## src/rtl/sram_arbiter.sv

```systemverilog
// sram_arbiter: shares the slot-0 internal SRAM between the Z80/blink path
// and a background loader port.
//   clk, reset_n           : clock, async active-low reset
//   cpu_a/di/ce_n/oe_n/we_n: blink memory strobes and Z80 write data
//   cpu_do                 : read data back to blink (FF when not reading)
//   ldr_req/we/a/wd        : loader request, held stable until ldr_ack
//   ldr_ack, ldr_rd        : one-cycle completion pulse, last read data
//   ldr_abort_cnt          : saturating count of CPU pre-emptions
//   sram_*                 : external asynchronous SRAM pins
// The CPU has no wait line, so it always owns the bus combinationally.
// A loader access that collides with the CPU is dropped and restarted from
// scratch once the CPU releases chip enable.
module sram_arbiter #(
  parameter int AW      = 19,
  parameter int DW      = 8,
  parameter int ACC_CYC = 3,
  parameter int CNT_W   = 8
) (
  input  logic             clk,
  input  logic             reset_n,
  input  logic [AW-1:0]    cpu_a,
  input  logic [DW-1:0]    cpu_di,
  input  logic             cpu_ce_n,
  input  logic             cpu_oe_n,
  input  logic             cpu_we_n,
  output logic [DW-1:0]    cpu_do,
  input  logic             ldr_req,
  input  logic             ldr_we,
  input  logic [AW-1:0]    ldr_a,
  input  logic [DW-1:0]    ldr_wd,
  output logic             ldr_ack,
  output logic [DW-1:0]    ldr_rd,
  output logic [CNT_W-1:0] ldr_abort_cnt,
  output logic [AW-1:0]    sram_a,
  output logic [DW-1:0]    sram_di,
  input  logic [DW-1:0]    sram_do,
  output logic             sram_ce_n,
  output logic             sram_oe_n,
  output logic             sram_we_n
);

  localparam int CW = (ACC_CYC > 2) ? $clog2(ACC_CYC) : 1;
  localparam logic [CW-1:0] CNT_LOAD = CW'(ACC_CYC - 1);

  localparam logic [1:0] IDLE   = 2'd0;
  localparam logic [1:0] ACCESS = 2'd1;
  localparam logic [1:0] RETRY  = 2'd2;
  localparam logic [1:0] DONE   = 2'd3;

  logic [1:0]    state;
  logic [CW-1:0] cnt;
  logic          lat_we;
  logic [AW-1:0] lat_a;
  logic [DW-1:0] lat_wd;
  // Last driven address/data, so an idle bus does not glitch the pins.
  logic [AW-1:0] hold_a;
  logic [DW-1:0] hold_di;

  logic ldr_drv;
  logic last;

  assign ldr_drv = (state == ACCESS) && cpu_ce_n;
  assign last    = (cnt == '0);

  always_comb begin
    sram_a    = hold_a;
    sram_di   = hold_di;
    sram_ce_n = 1'b1;
    sram_oe_n = 1'b1;
    sram_we_n = 1'b1;
    cpu_do    = '1;
    if (!reset_n) begin
      // Reset gates the pins directly so strobes drop without a clock.
      sram_a  = '0;
      sram_di = '0;
    end else if (!cpu_ce_n) begin
      sram_a    = cpu_a;
      sram_di   = cpu_di;
      sram_ce_n = 1'b0;
      sram_oe_n = cpu_oe_n;
      sram_we_n = cpu_we_n;
      if (!cpu_oe_n) cpu_do = sram_do;
    end else if (ldr_drv) begin
      sram_a    = lat_a;
      sram_di   = lat_wd;
      sram_ce_n = 1'b0;
      sram_oe_n = lat_we;
      // Final write cycle releases WE with address/data still held.
      sram_we_n = !(lat_we && !last);
    end
  end

  always_ff @(posedge clk or negedge reset_n) begin
    if (!reset_n) begin
      state         <= IDLE;
      cnt           <= '0;
      lat_we        <= 1'b0;
      lat_a         <= '0;
      lat_wd        <= '0;
      hold_a        <= '0;
      hold_di       <= '0;
      ldr_ack       <= 1'b0;
      ldr_rd        <= '0;
      ldr_abort_cnt <= '0;
    end else begin
      ldr_ack <= 1'b0;
      hold_a  <= sram_a;
      hold_di <= sram_di;
      case (state)
        IDLE: begin
          if (ldr_req) begin
            lat_we <= ldr_we;
            lat_a  <= ldr_a;
            lat_wd <= ldr_wd;
            cnt    <= CNT_LOAD;
            state  <= cpu_ce_n ? ACCESS : RETRY;
          end
        end
        ACCESS: begin
          if (!cpu_ce_n) begin
            state <= RETRY;
            cnt   <= CNT_LOAD;
            if (ldr_abort_cnt != '1) ldr_abort_cnt <= ldr_abort_cnt + 1'b1;
          end else if (last) begin
            if (!lat_we) ldr_rd <= sram_do;
            ldr_ack <= 1'b1;
            state   <= DONE;
          end else begin
            cnt <= cnt - 1'b1;
          end
        end
        RETRY: begin
          if (cpu_ce_n) state <= ACCESS;
        end
        default: state <= IDLE; // DONE: ack is high this cycle
      endcase
    end
  end

endmodule

```

## config.mk

```make
export PLATFORM = sky130hd
export DESIGN_NAME = sram_arbiter
export DESIGN_NICKNAME = d
export VERILOG_FILES = /design/src/rtl/sram_arbiter.sv
export SDC_FILE = /design/constraint.sdc
export NUM_CORES = 1
export LEC_CHECK = 0
export BUFFER_PORTS_ARGS = -buffer_cell sky130_fd_sc_hd__buf_2
export CORE_ASPECT_RATIO = 2
export CORE_MARGIN = 1.5
export CORE_UTILIZATION = 49
export DETAILED_ROUTE_END_ITERATION = 10
export PLACE_DENSITY = 0.85
export RECOVER_POWER = 100
export SLEW_MARGIN = 10
export SYNTH_ARGS = -nofsm -noshare
export SYNTH_HDL_FRONTEND = slang
export SYNTH_SLANG_ARGS = --single-unit
```

## constraint.sdc

```tcl
create_clock -name clk -period 2.2 [get_ports clk]
set_input_delay 0 -clock clk [delete_from_list [all_inputs] [get_ports clk]]
set_output_delay 0 -clock clk [all_outputs]
set_load 0.005 [all_outputs]
```

# Yosys cells after proc, flatten, opt, wreduce, memory -nomap -nowiden
# Index checks and enable logic that the tools add are counted.
# classes
add_sub_neg	2
n_eq_ne	7
mux	31
bitwise	2
n_reduce_logical	12
# ops
operator	count
19-bit two-way mux	3
8-bit two-way mux	6
2-bit two-way mux	8
1-bit two-way mux	12
3-bit AND reduction	3
8-bit by 1-bit adder with 8-bit output, second input constant	1
8-bit inequality test, second input constant	1
3-bit inequality test, second input constant	2
2-bit case mux with 3 select lines	1
2-bit logical NOT	2
2-bit inequality test, second input constant	2
2-bit case mux with 2 select lines	1
4-bit AND reduction	1
2-bit by 1-bit equality test with 1-bit output, second input constant	1
2-bit equality test, second input constant	1
1-bit logical AND	2
1-bit logical NOT	2
1-bit inverter	2
2-bit AND reduction	1
2-bit nonzero test	1
2-bit by 1-bit subtractor with 2-bit output, second input constant	1
# word_totals
ff_bits	76
inputBits	69
out_inout_bits	55
elab_cells	64

# Logic depth before layout (Yosys ltp)
# Gate-level depths: netlist (run 1).
# logic_depth
depth_word	7
ltp_mapped	6
ltp_nobuf	5

# Least setup slack after synthesis (run 1)
# No wires, ideal clock.
# synth_path
path_kind	register to register
startpoint	reg cnt[0]
endpoint	reg ldr_rd[0]
t_arrival_ns	1.546
required_time_ns	2.075
path_slack_ns	0.529
stages_incl_launch_ff	7
path_buffers	1
period_less_slack_ns	1.671
path_cell_list	dfrtp_1 > inv_1 > ha_1 > nand2_1 > or4_4 > buf_6 > mux2_4
# synth_via
elab_chain_cells	2
# synth_rtl
element	line_no	source
start, declared	51	logic [CW-1:0] cnt;
start signal, assigned	129	cnt <= cnt - 1'b1;
2-bit logical NOT	63	assign last = (cnt == '0);
4-bit AND reduction (no source line)	-	
end signal, assigned	125	if (!lat_we) ldr_rd <= sram_do;
end, declared	32	output logic [DW-1:0] ldr_rd,
# Every way passes these cells.
# A chain may end at the register's enable or synchronous reset.

# Final worst setup path (run 1)
# layout_path
startpoint	reg state[0]
endpoint	out sram_a[2]
# layout_via
elab_chain_cells	5
# layout_rtl
element	line_no	source
start, declared	50	logic [1:0] state;
start signal, assigned	116	state <= cpu_ce_n ? ACCESS : RETRY;
2-bit by 1-bit equality test with 1-bit output	62	assign ldr_drv = (state == ACCESS) && cpu_ce_n;
1-bit logical AND	62	
19-bit two-way mux	83	end else if (ldr_drv) begin
19-bit two-way mux	76	end else if (!cpu_ce_n) begin
19-bit two-way mux	72	if (!reset_n) begin
end, declared	34	output logic [AW-1:0] sram_a,
# Every way passes these cells.

==> metrics.txt, run 1 <==
Core Footprint 6670 µm²; TritonCTS clock tree built; count of nets left with antenna violations after detail routing 0; final worst path period share 0.934; Die Area 7490 µm²; Root Buffer Master sky130_fd_sc_hd__clkbuf_16; register share of total power 0.442; Port-buffer cells 123; clock latency at the later pin of the worst-skew pair 0.33 ns; classification of the worst-slack hold path in2reg; remaining max-slew budget at the tightest pin 0.493; Post-Route WL 10,200 µm; 1st-iter DRT viols 213; endpoint of the lowest-slack register-to-register path lat_a[17]; via count of the first global-routing pass 3,384; net switching component of the power 0.00122 W; Sinks on Clock Net 76; post-synthesis cell type with the largest combined area sky130_fd_sc_hd__dfrtp_1; Rows 42; cell internal pwr 0.00323 W; leading cell types by count after synthesis sky130_fd_sc_hd__dfrtp_1, sky130_fd_sc_hd__nand2_1, sky130_fd_sc_hd__mux2_2; kind of start point of the critical path flip-flop; net count reported at finish 568; netlist area before placement 3410 µm²; R2R cell count 3; sort of element at the end of the critical path primary output; result of the run finished clean; cell with the most instances after synthesis sky130_fd_sc_hd__dfrtp_1; remaining design rule violation count 0; portion of synthesized cell area occupied by the leading cell type 0.558; combined global-route utilization of all metal layers 0.289; first-pass detailed-route iteration total 4; Data arrival, critical path 2.05 ns; post-detailed-route wirelength per cell 17.2 µm; final setup vio count 0; Hold Vio Cnt, Final 0; count of mapped cells out of synthesis 307; Critical Path Fanout Max 15; r2r startpoint state[0]; number of max-slew violations in the final report 0; register area share after synthesis 0.558; Worst EP required 2.20 ns; Remaining Overflow, GRT 0; hold path startpoint ldr_req; net count of the mapped netlist 378; clock group share of total power 0.335; largest cells by area after synthesis sky130_fd_sc_hd__dfrtp_1, sky130_fd_sc_hd__mux2_2, sky130_fd_sc_hd__a311oi_1; initial standard-cell utilization of the core 0.510; VDD IR max 685 µV; dominant synthesized flop cell sky130_fd_sc_hd__dfrtp_1; per-cell via count in the routed design 5.46; Max Clk Rate 0.487 GHz; Final Skew 0.00451 ns; Clock Pin Slew Worst Setup and Hold Paths 0.06 ns; RSZ-0062 raised after global routing false; count of pins on the block boundary 124; sw frac 0.275; reported max-cap violation count 0; worst-case register-to-register setup slack 0.25 ns; Area growth, synth to finish 46.5%; Async S/R FF share, synth 1.00; wire length of the first global-routing pass 15,700 µm; total placed instance area 4130 µm²; final standard cell area without fillers 4990 µm²; worst setup path category reg2out; number of H-tree branching levels 3; overall via count from detail_route 3,222; half-perimeter wire length after placement 6120 µm; TritonCTS buffer count 9; Avg Cell Area, Syn 11.1 µm²; number of enable-type register cells in the synthesized netlist 0; pin count of the biggest net entering global routing 59; combinational fraction of design power 0.223; number of synthesis warnings 0; routability-driven placement congestion ratio 0.854; initial antenna violation count 1; Tmin final 2.05 ns; die width 62.0 µm; Die Span Y 121 µm; transition at the pin with the smallest max-transition slack 0.760 ns; Post-Route Setup TNS 0 ns; worst hold endpoint state[0]; number of cells on the worst hold path 3; share of post-route cells with drive strength above 1 0.273; synth unique cells 38; flip-flop and latch count after synthesis 76; number of buffers between clock root and the deepest sink 2; LEAKAGE 2.22 nW; cell area power density 892 nW/µm²
==> logic make-up after synthesis <==
| family | count (synthesis) | share of synthesized area |
|---|---|---|
| simple gates | 118 | 0.154 |
| mux | 39 | 0.138 |
| compound gates | 44 | 0.103 |
| xor+xnor | 1 | 0.00257 |
| fa+ha+maj | 2 | 0.00735 |
| flops | 76 | 0.558 |
| buf+inv | 27 | 0.0364 |
==> power groups by stage <==
| stage | registers, W | logic, W | clock network [W] |
|---|---|---|---|
| 2_1_floorplan | 0.00193 | 0.000596 | 0 |
| 3_3_place_gp | 0.00196 | 0.000938 | 0 |
| 3_5_place_dp | 0.00198 | 0.000970 | 0 |
| 4_1_cts | 0.00196 | 0.00107 | 0.00152 |
| 5_1_grt | 0.00201 | 0.00110 | 0.00157 |
| 6_report | 0.00197 | 0.000991 | 0.00149 |
==> worst max-delay path by stage <==
stage             start        end  slack (ns)
6_report       state[0]  sram_a[2]        0.15
5_1_grt        state[0]  sram_a[2]       0.002
4_1_cts        state[0]  sram_a[2]        0.17
3_5_place_dp     cnt[0]  ldr_rd[5]        0.44
3_3_place_gp     cnt[0]  ldr_rd[3]        0.50
2_1_floorplan    cnt[0]  ldr_rd[0]        0.53
==> worst max-delay path, cell delays in order, from the launching register on <==
cell                       delay [ns]
sky130_fd_sc_hd__dfrtp_1         0.54
sky130_fd_sc_hd__nor2b_2         0.25
sky130_fd_sc_hd__buf_4           0.23
sky130_fd_sc_hd__nand2_1         0.08
sky130_fd_sc_hd__a311oi_1        0.42
sky130_fd_sc_hd__buf_2           0.19
==> final cells by class <==
class / instances / area [µm²]
Sequential cell: 76 / 1900
Fill cell: 458 / 1680
Multi-Input combinational cell: 204 / 1360
Timing Repair Buffer: 200 / 1290
Clock buffer: 14 / 274
Tap cell: 88 / 110
Clock inverter: 1 / 30.0
Inverter: 6 / 25.0
Antenna cell: 1 / 2.50
==> layer usage <==
layer  routed length, µm  share of wire  track usage
met5                   0              0            0
met4                 518          0.051        0.184
met1                3590           0.35        0.296
met3                 409          0.040       0.0725
met2                5630           0.55        0.489
==> through the flow <==
| step | setup WS (ns) | utilization | cells | hold WS [ns] | power [W] |
|---|---|---|---|---|---|
| final | 0.145 | 0.748 | 590 | 0.0746 | 0.00445 |
| after CTS | 0.167 | 0.762 | 589 | 0.0638 | 0.00455 |
| after global placement | 0.496 | 0.619 | 509 | -0.0940 | 0.00289 |
| after global routing | 0.00202 | 0.748 | 590 | 0.116 | 0.00468 |
| after detailed placement | 0.443 | 0.619 | 509 | -0.0914 | 0.00295 |
| after floorplan | 0.529 | - | 307 | -0.296 | 0.00252 |
==> flip-flops by register name, summed over array words and instances (netlist names) <==
| name | cells |
|---|---|
| lat_wd | 8 |
| lat_a | 19 |
| ldr_abort_cnt | 8 |
| lat_we | 1 |
| state | 2 |
| cnt | 2 |
| ldr_rd | 8 |
| ldr_ack | 1 |
| hold_di | 8 |
| hold_a | 19 |
==> timing repair <==
action / CTS / global route
buffers inserted: 0 / 0
gates resized for setup: 0 / 2
hold endpoints to repair: 86 / 0
hold buffers: 65 / 0
endpoints found under the setup margin: 0 / 2
==> cells in the final DEF (no fill, tap or decap), types with 5 or more instances in the layout <==
master / count
sky130_fd_sc_hd__a311oi_1: 27
sky130_fd_sc_hd__buf_2: 76
sky130_fd_sc_hd__buf_4: 8
sky130_fd_sc_hd__clkbuf_1: 49
sky130_fd_sc_hd__clkbuf_16: 9
sky130_fd_sc_hd__dfrtp_1: 76
sky130_fd_sc_hd__dlygate4sd3_1: 65
sky130_fd_sc_hd__mux2_1: 8
sky130_fd_sc_hd__mux2_2: 30
sky130_fd_sc_hd__nand2_1: 59
sky130_fd_sc_hd__nand2b_1: 10
sky130_fd_sc_hd__nand3_1: 5
sky130_fd_sc_hd__nor2_1: 29
sky130_fd_sc_hd__o21ai_0: 5
Note: power is estimated with default switching activity, not from simulation.
==> run 2, diff against run 1 <==
Settings changed: CORE_UTILIZATION 49 to 30, PLACE_DENSITY 0.85 to 0.59.
==> run 2 against run 1 <==
Clock skew increased by 0.0044 ns. Sequential cell count unchanged. Design area rose by 1.2%. Wire length shrank 2.4%. Power grew 1.4%. Maximum frequency increased by 2.0%. Combinational power fell by 0.4%. Sequential share of layout area is 0.45 points lower. Clock power up 5%. Critical path depth grew 1. Worst hold slack is essentially flat.
==> metrics.txt, run 2 (synthesis results as in run 1) <==
number of filler instances in the final layout 1,063; final setup vio count 0; reported max-cap violation count 0; per-cell via count in the routed design 4.85; result of the run finished clean; number of max-slew violations in the final report 0; count of nets left with antenna violations after detail routing 0; Clock Pin Slew Worst Setup and Hold Paths 0.06 ns; RSZ-0062 raised after global routing false; hold path startpoint ldr_req; endpoint of the lowest-slack register-to-register path lat_wd[2]; Area growth, synth to finish 48.3%; Data arrival, critical path 2.01 ns; remaining design rule violation count 0; Die Area 12,000 µm²; half-perimeter wire length after placement 6460 µm; Sinks on Clock Net 76; Tmin final 2.01 ns; r2r startpoint state[1]; largest registers hold_a (19), lat_a (19); Critical Path Fanout Max 62; VDD IR max 472 µV; cell area power density 894 nW/µm²; Root Buffer Master sky130_fd_sc_hd__clkbuf_16; clock latency at the later pin of the worst-skew pair 0.34 ns; TritonCTS buffer count 9; Remaining Overflow, GRT 0; wire length of the first global-routing pass 16,000 µm; worst-case register-to-register setup slack 0.28 ns; remaining max-slew budget at the tightest pin 0.178; most common cell after layout, fill and taps aside sky130_fd_sc_hd__buf_2; Worst EP required 2.20 ns; number of buffers between clock root and the deepest sink 2; initial antenna violation count 0; classification of the worst-slack hold path in2reg; first-pass detailed-route iteration total 4; post-detailed-route wirelength per cell 15.5 µm; worst hold endpoint state[0]; non-filler instance count after layout 639; commonest non-fill, non-tap cells in the layout sky130_fd_sc_hd__buf_2, sky130_fd_sc_hd__dfrtp_1, sky130_fd_sc_hd__dlygate4sd3_1; share of post-route cells with drive strength above 1 0.283; die width 78.3 µm; Final Skew 0.00887 ns; Post-Route WL 9910 µm; Max Clk Rate 0.496 GHz; transition at the pin with the smallest max-transition slack 1.23 ns; Reg area 1900 µm²; number of H-tree branching levels 3; kind of start point of the critical path primary input; initial standard-cell utilization of the core 0.309; 1st-iter DRT viols 168; via count of the first global-routing pass 3,260; Multi-input gate area 1350 µm²; Core Footprint 11,000 µm²; final worst path period share 0.916; net count reported at finish 565; Die Span Y 154 µm; sort of element at the end of the critical path primary output; number of cells on the worst hold path 3; worst setup path category in2out; pin count of the biggest net entering global routing 63; Hold Vio Cnt, Final 0; combined global-route utilization of all metal layers 0.174; total placed cells including tap cells 558; TritonCTS clock tree built; number of diodes 0; R2R cell count 3; Post-Route Setup TNS 0 ns; Port-buffer cells 123; count of pins on the block boundary 124; Rows 54; LEAKAGE 2.23 nW; overall via count from detail_route 3,098; routability-driven placement congestion ratio 0.786
## run 2: changes by cell type in the layout (fill, tap and decap cells not counted), moves of 2 or more
cell and change:
sky130_fd_sc_hd__buf_4 -3, sky130_fd_sc_hd__clkbuf_1 -9, sky130_fd_sc_hd__buf_2 +8, sky130_fd_sc_hd__clkbuf_8 -3, sky130_fd_sc_hd__clkinvlp_4 +2
## run 2: what timing repair did
action | in CTS | in global routing
endpoints found under the setup margin | 0 | 8
endpoints found under the hold margin | 93 | 0
buffers inserted | 0 | 0
hold buffers | 65 | 0
gates resized for setup | 0 | 2
## run 2: layout make-up
class                           count  share of cell area
Timing Repair Buffer              197               0.253
Clock inverter                      6              0.0176
Clock buffer                       10              0.0453
Multi-Input combinational cell    204               0.267
Tap cell                          140              0.0347
Inverter                            6             0.00545
Sequential cell                    76               0.377
## run 2: worst max path at each step
stage,from,end,slack (ns)
after floorplan,cnt[0],ldr_rd[0],0.53
after global placement,cnt[0],ldr_rd[0],0.48
after detailed placement,cnt[0],ldr_rd[1],0.44
after CTS,reset_n,cpu_do[0],0.09
after global routing,reset_n,cpu_do[5],0.04
final,cpu_ce_n,sram_di[4],0.19
## run 2: critical path: stages
cell	delay, ns
sky130_fd_sc_hd__dlygate4sd3_1	0.53
sky130_fd_sc_hd__buf_2	0.14
sky130_fd_sc_hd__clkbuf_4	0.58
sky130_fd_sc_hd__nor2_1	0.14
sky130_fd_sc_hd__a311oi_1	0.41
sky130_fd_sc_hd__clkbuf_1	0.16
## run 2: power breakdown
part	leakage (nW)	switching [W]	internal, W
combinational	1.13	0.000460	0.000527
sequential	0.943	0.000218	0.00173
clock	0.149	0.000580	0.000993
## run 2: routing by layer
| metal | vias to the layer above | part of all wire | track usage | wire [µm] |
|---|---|---|---|---|
| li1 | 1466 | - | - | - |
| met1 | 1525 | 0.36 | 0.174 | 3600 |
| met2 | 89 | 0.58 | 0.335 | 5720 |
| met3 | 18 | 0.035 | 0.0320 | 345 |
| met4 | 0 | 0.025 | 0.0791 | 251 |
| met5 | - | 0 | 0 | 0 |
## run 2: per-stage QoR
step	hold WS [ns]	setup WS [ns]	cell area, µm²	total power, W	util
floorplan	-0.296	0.529	3410	0.00252	-
global placement	-0.0200	0.475	4190	0.00292	0.380
detailed placement	-0.0170	0.436	4190	0.00297	0.380
CTS	0.0622	0.0900	5160	0.00466	0.468
global route	0.133	0.0363	5050	0.00477	0.459
finish	0.0745	0.185	5050	0.00451	0.459
==> run 3, diff against run 2 <==
Clock period 2.2 ns to 2.1 ns, I/O delays scaled along.
==> run 3 against run 2 <==
Cell count up 0.16%. Wire length down 0.37%. Die area is the same. Sequential share of layout area shrank 0.093 points. Design area grew 0.25%. First-iteration DRC count shrank 9.5%. Via count rose by 0.23%. Critical endpoint is now sram_a[10].
==> metrics.txt, run 3 (synthesis results as in run 1) <==
RSZ-0062 raised after global routing false; Hold Vio Cnt, Final 0; result of the run finished clean; largest registers hold_a (19), lat_a (19); die width 78.3 µm; number of buffer and inverter stages on the critical path 2; 1st-iter DRT viols 152; Sinks on Clock Net 76; cell breakdown of the critical path nor2b_2 -> buf_4 -> nand2_1 -> a311oi_1 -> clkbuf_1; overall via count from detail_route 3,105; half-perimeter wire length after placement 6610 µm; remaining max-slew budget at the tightest pin 0.387; number of max-slew violations in the final report 0; Worst Setup Slack post-DPL 0.291 ns; Rows 54; pin count of the biggest net entering global routing 63; Worst EP required 2.10 ns; count of pins on the block boundary 124; final worst hold slack 0.0319 ns; Area growth, synth to finish 48.6%; first-pass detailed-route iteration total 4; number of buffers between clock root and the deepest sink 2; initial standard-cell utilization of the core 0.309; transition at the pin with the smallest max-transition slack 0.920 ns; LEAKAGE 2.21 nW; TritonCTS clock tree built; post-route total power 0.00478 W; classification of the worst-slack hold path in2reg; share of post-route cells with drive strength above 1 0.272; Data arrival, critical path 1.93 ns; Post-Route Setup TNS 0 ns; via count of the first global-routing pass 3,319; TritonCTS buffer count 9; slack of the critical path 0.169 ns; Die Area 12,000 µm²; routability-driven placement congestion ratio 0.796; kind of start point of the critical path flip-flop; combined global-route utilization of all metal layers 0.170; max incr delay on CP 0.51 ns; remaining design rule violation count 0; Remaining Overflow, GRT 0; Post-Route WL 9870 µm; worst-path cell with the longest stage delay sky130_fd_sc_hd__dfrtp_1; worst setup path category reg2out; clock latency at the later pin of the worst-skew pair 0.34 ns; final worst path period share 0.920; initial antenna violation count 0; critical path's top delay family flip-flops; Max Clk Rate 0.518 GHz; Die Span Y 154 µm; wire length of the first global-routing pass 15,800 µm; per-cell via count in the routed design 4.85; number of diodes 0; commonest non-fill, non-tap cells in the layout sky130_fd_sc_hd__dfrtp_1, sky130_fd_sc_hd__buf_2, sky130_fd_sc_hd__dlygate4sd3_1; Tmin final 1.93 ns; Core Footprint 11,000 µm²; sort of element at the end of the critical path primary output; cell area power density 944 nW/µm²; Port-buffer cells 123; core occupancy in the finished layout 0.460; reported max-cap violation count 0; post-detailed-route wirelength per cell 15.4 µm; Critical Path Fanout Max 15; number of H-tree branching levels 3; count of nets left with antenna violations after detail routing 0; net count reported at finish 566; VDD IR max 559 µV; Clock Pin Slew Worst Setup and Hold Paths 0.07 ns; Root Buffer Master sky130_fd_sc_hd__clkbuf_16; Final Skew 0.00994 ns; final setup vio count 0
run 3: layout make-up:
cell class	count	area (µm²)
Tap cell	140	175
Multi-Input combinational cell	204	1360
Fill cell	1071	5950
Timing Repair Buffer	198	1280
Clock inverter	6	86.3
Sequential cell	76	1900
Inverter	6	25.0
Clock buffer	10	239
run 3: where the power goes:
part	switching, W	internal [W]	total [W]	leakage, nW
clock network	0.000617	0.00107	0.00169	0.159
logic	0.000509	0.000553	0.00106	1.11
registers	0.000210	0.00182	0.00203	0.943
total	0.00134	0.00344	0.00478	2.21
run 3: per-layer routing:
layer | global-route usage | routed length, µm | vias up
met2 | 0.319 | 5540 | 109
li1 | - | - | 1466
met1 | 0.166 | 3530 | 1499
met4 | 0.107 | 435 | 0
met5 | 0 | 0 | -
met3 | 0.0285 | 363 | 31
run 3: worst reg2reg max path: stages (launching register included):
cell and delay (ns):
sky130_fd_sc_hd__dfrtp_1 0.36, sky130_fd_sc_hd__inv_1 0.08, sky130_fd_sc_hd__ha_1 0.24, sky130_fd_sc_hd__nand2_1 0.09, sky130_fd_sc_hd__or4_1 0.62, sky130_fd_sc_hd__mux2_1 0.40
run 3: final timing paths:
kind / startpoint / to / slack [ns] / cells past startpoint
max: state[0] / sram_a[10] / 0.17 / 5
min in group asynchronous: reset_n / ldr_abort_cnt[3] / 0.39 / 3
max reg2reg: cnt[0] / ldr_rd[7] / 0.18 / 5
min: cpu_di[0] / hold_di[0] / 0.03 / 3
min reg2reg: ldr_rd[6] / ldr_rd[6] / 0.50 / 1
max in group asynchronous: reset_n / hold_a[14] / 0.98 / 3
run 3: stage by stage:
step           instance area (µm²)  cells
6_report                      5060    640
2_1_floorplan                 3410    307
3_3_place_gp                  4220    560
5_1_grt                       5060    640
3_5_place_dp                  4220    560
4_1_cts                       5180    640
run 3: what timing repair did:
item                                    in CTS  in global routing
buffers inserted                             0                  0
resized for setup                            0                  3
hold endpoints to repair                   140                  0
endpoints found under the setup margin       0                  2
hold buffers                                64                  0
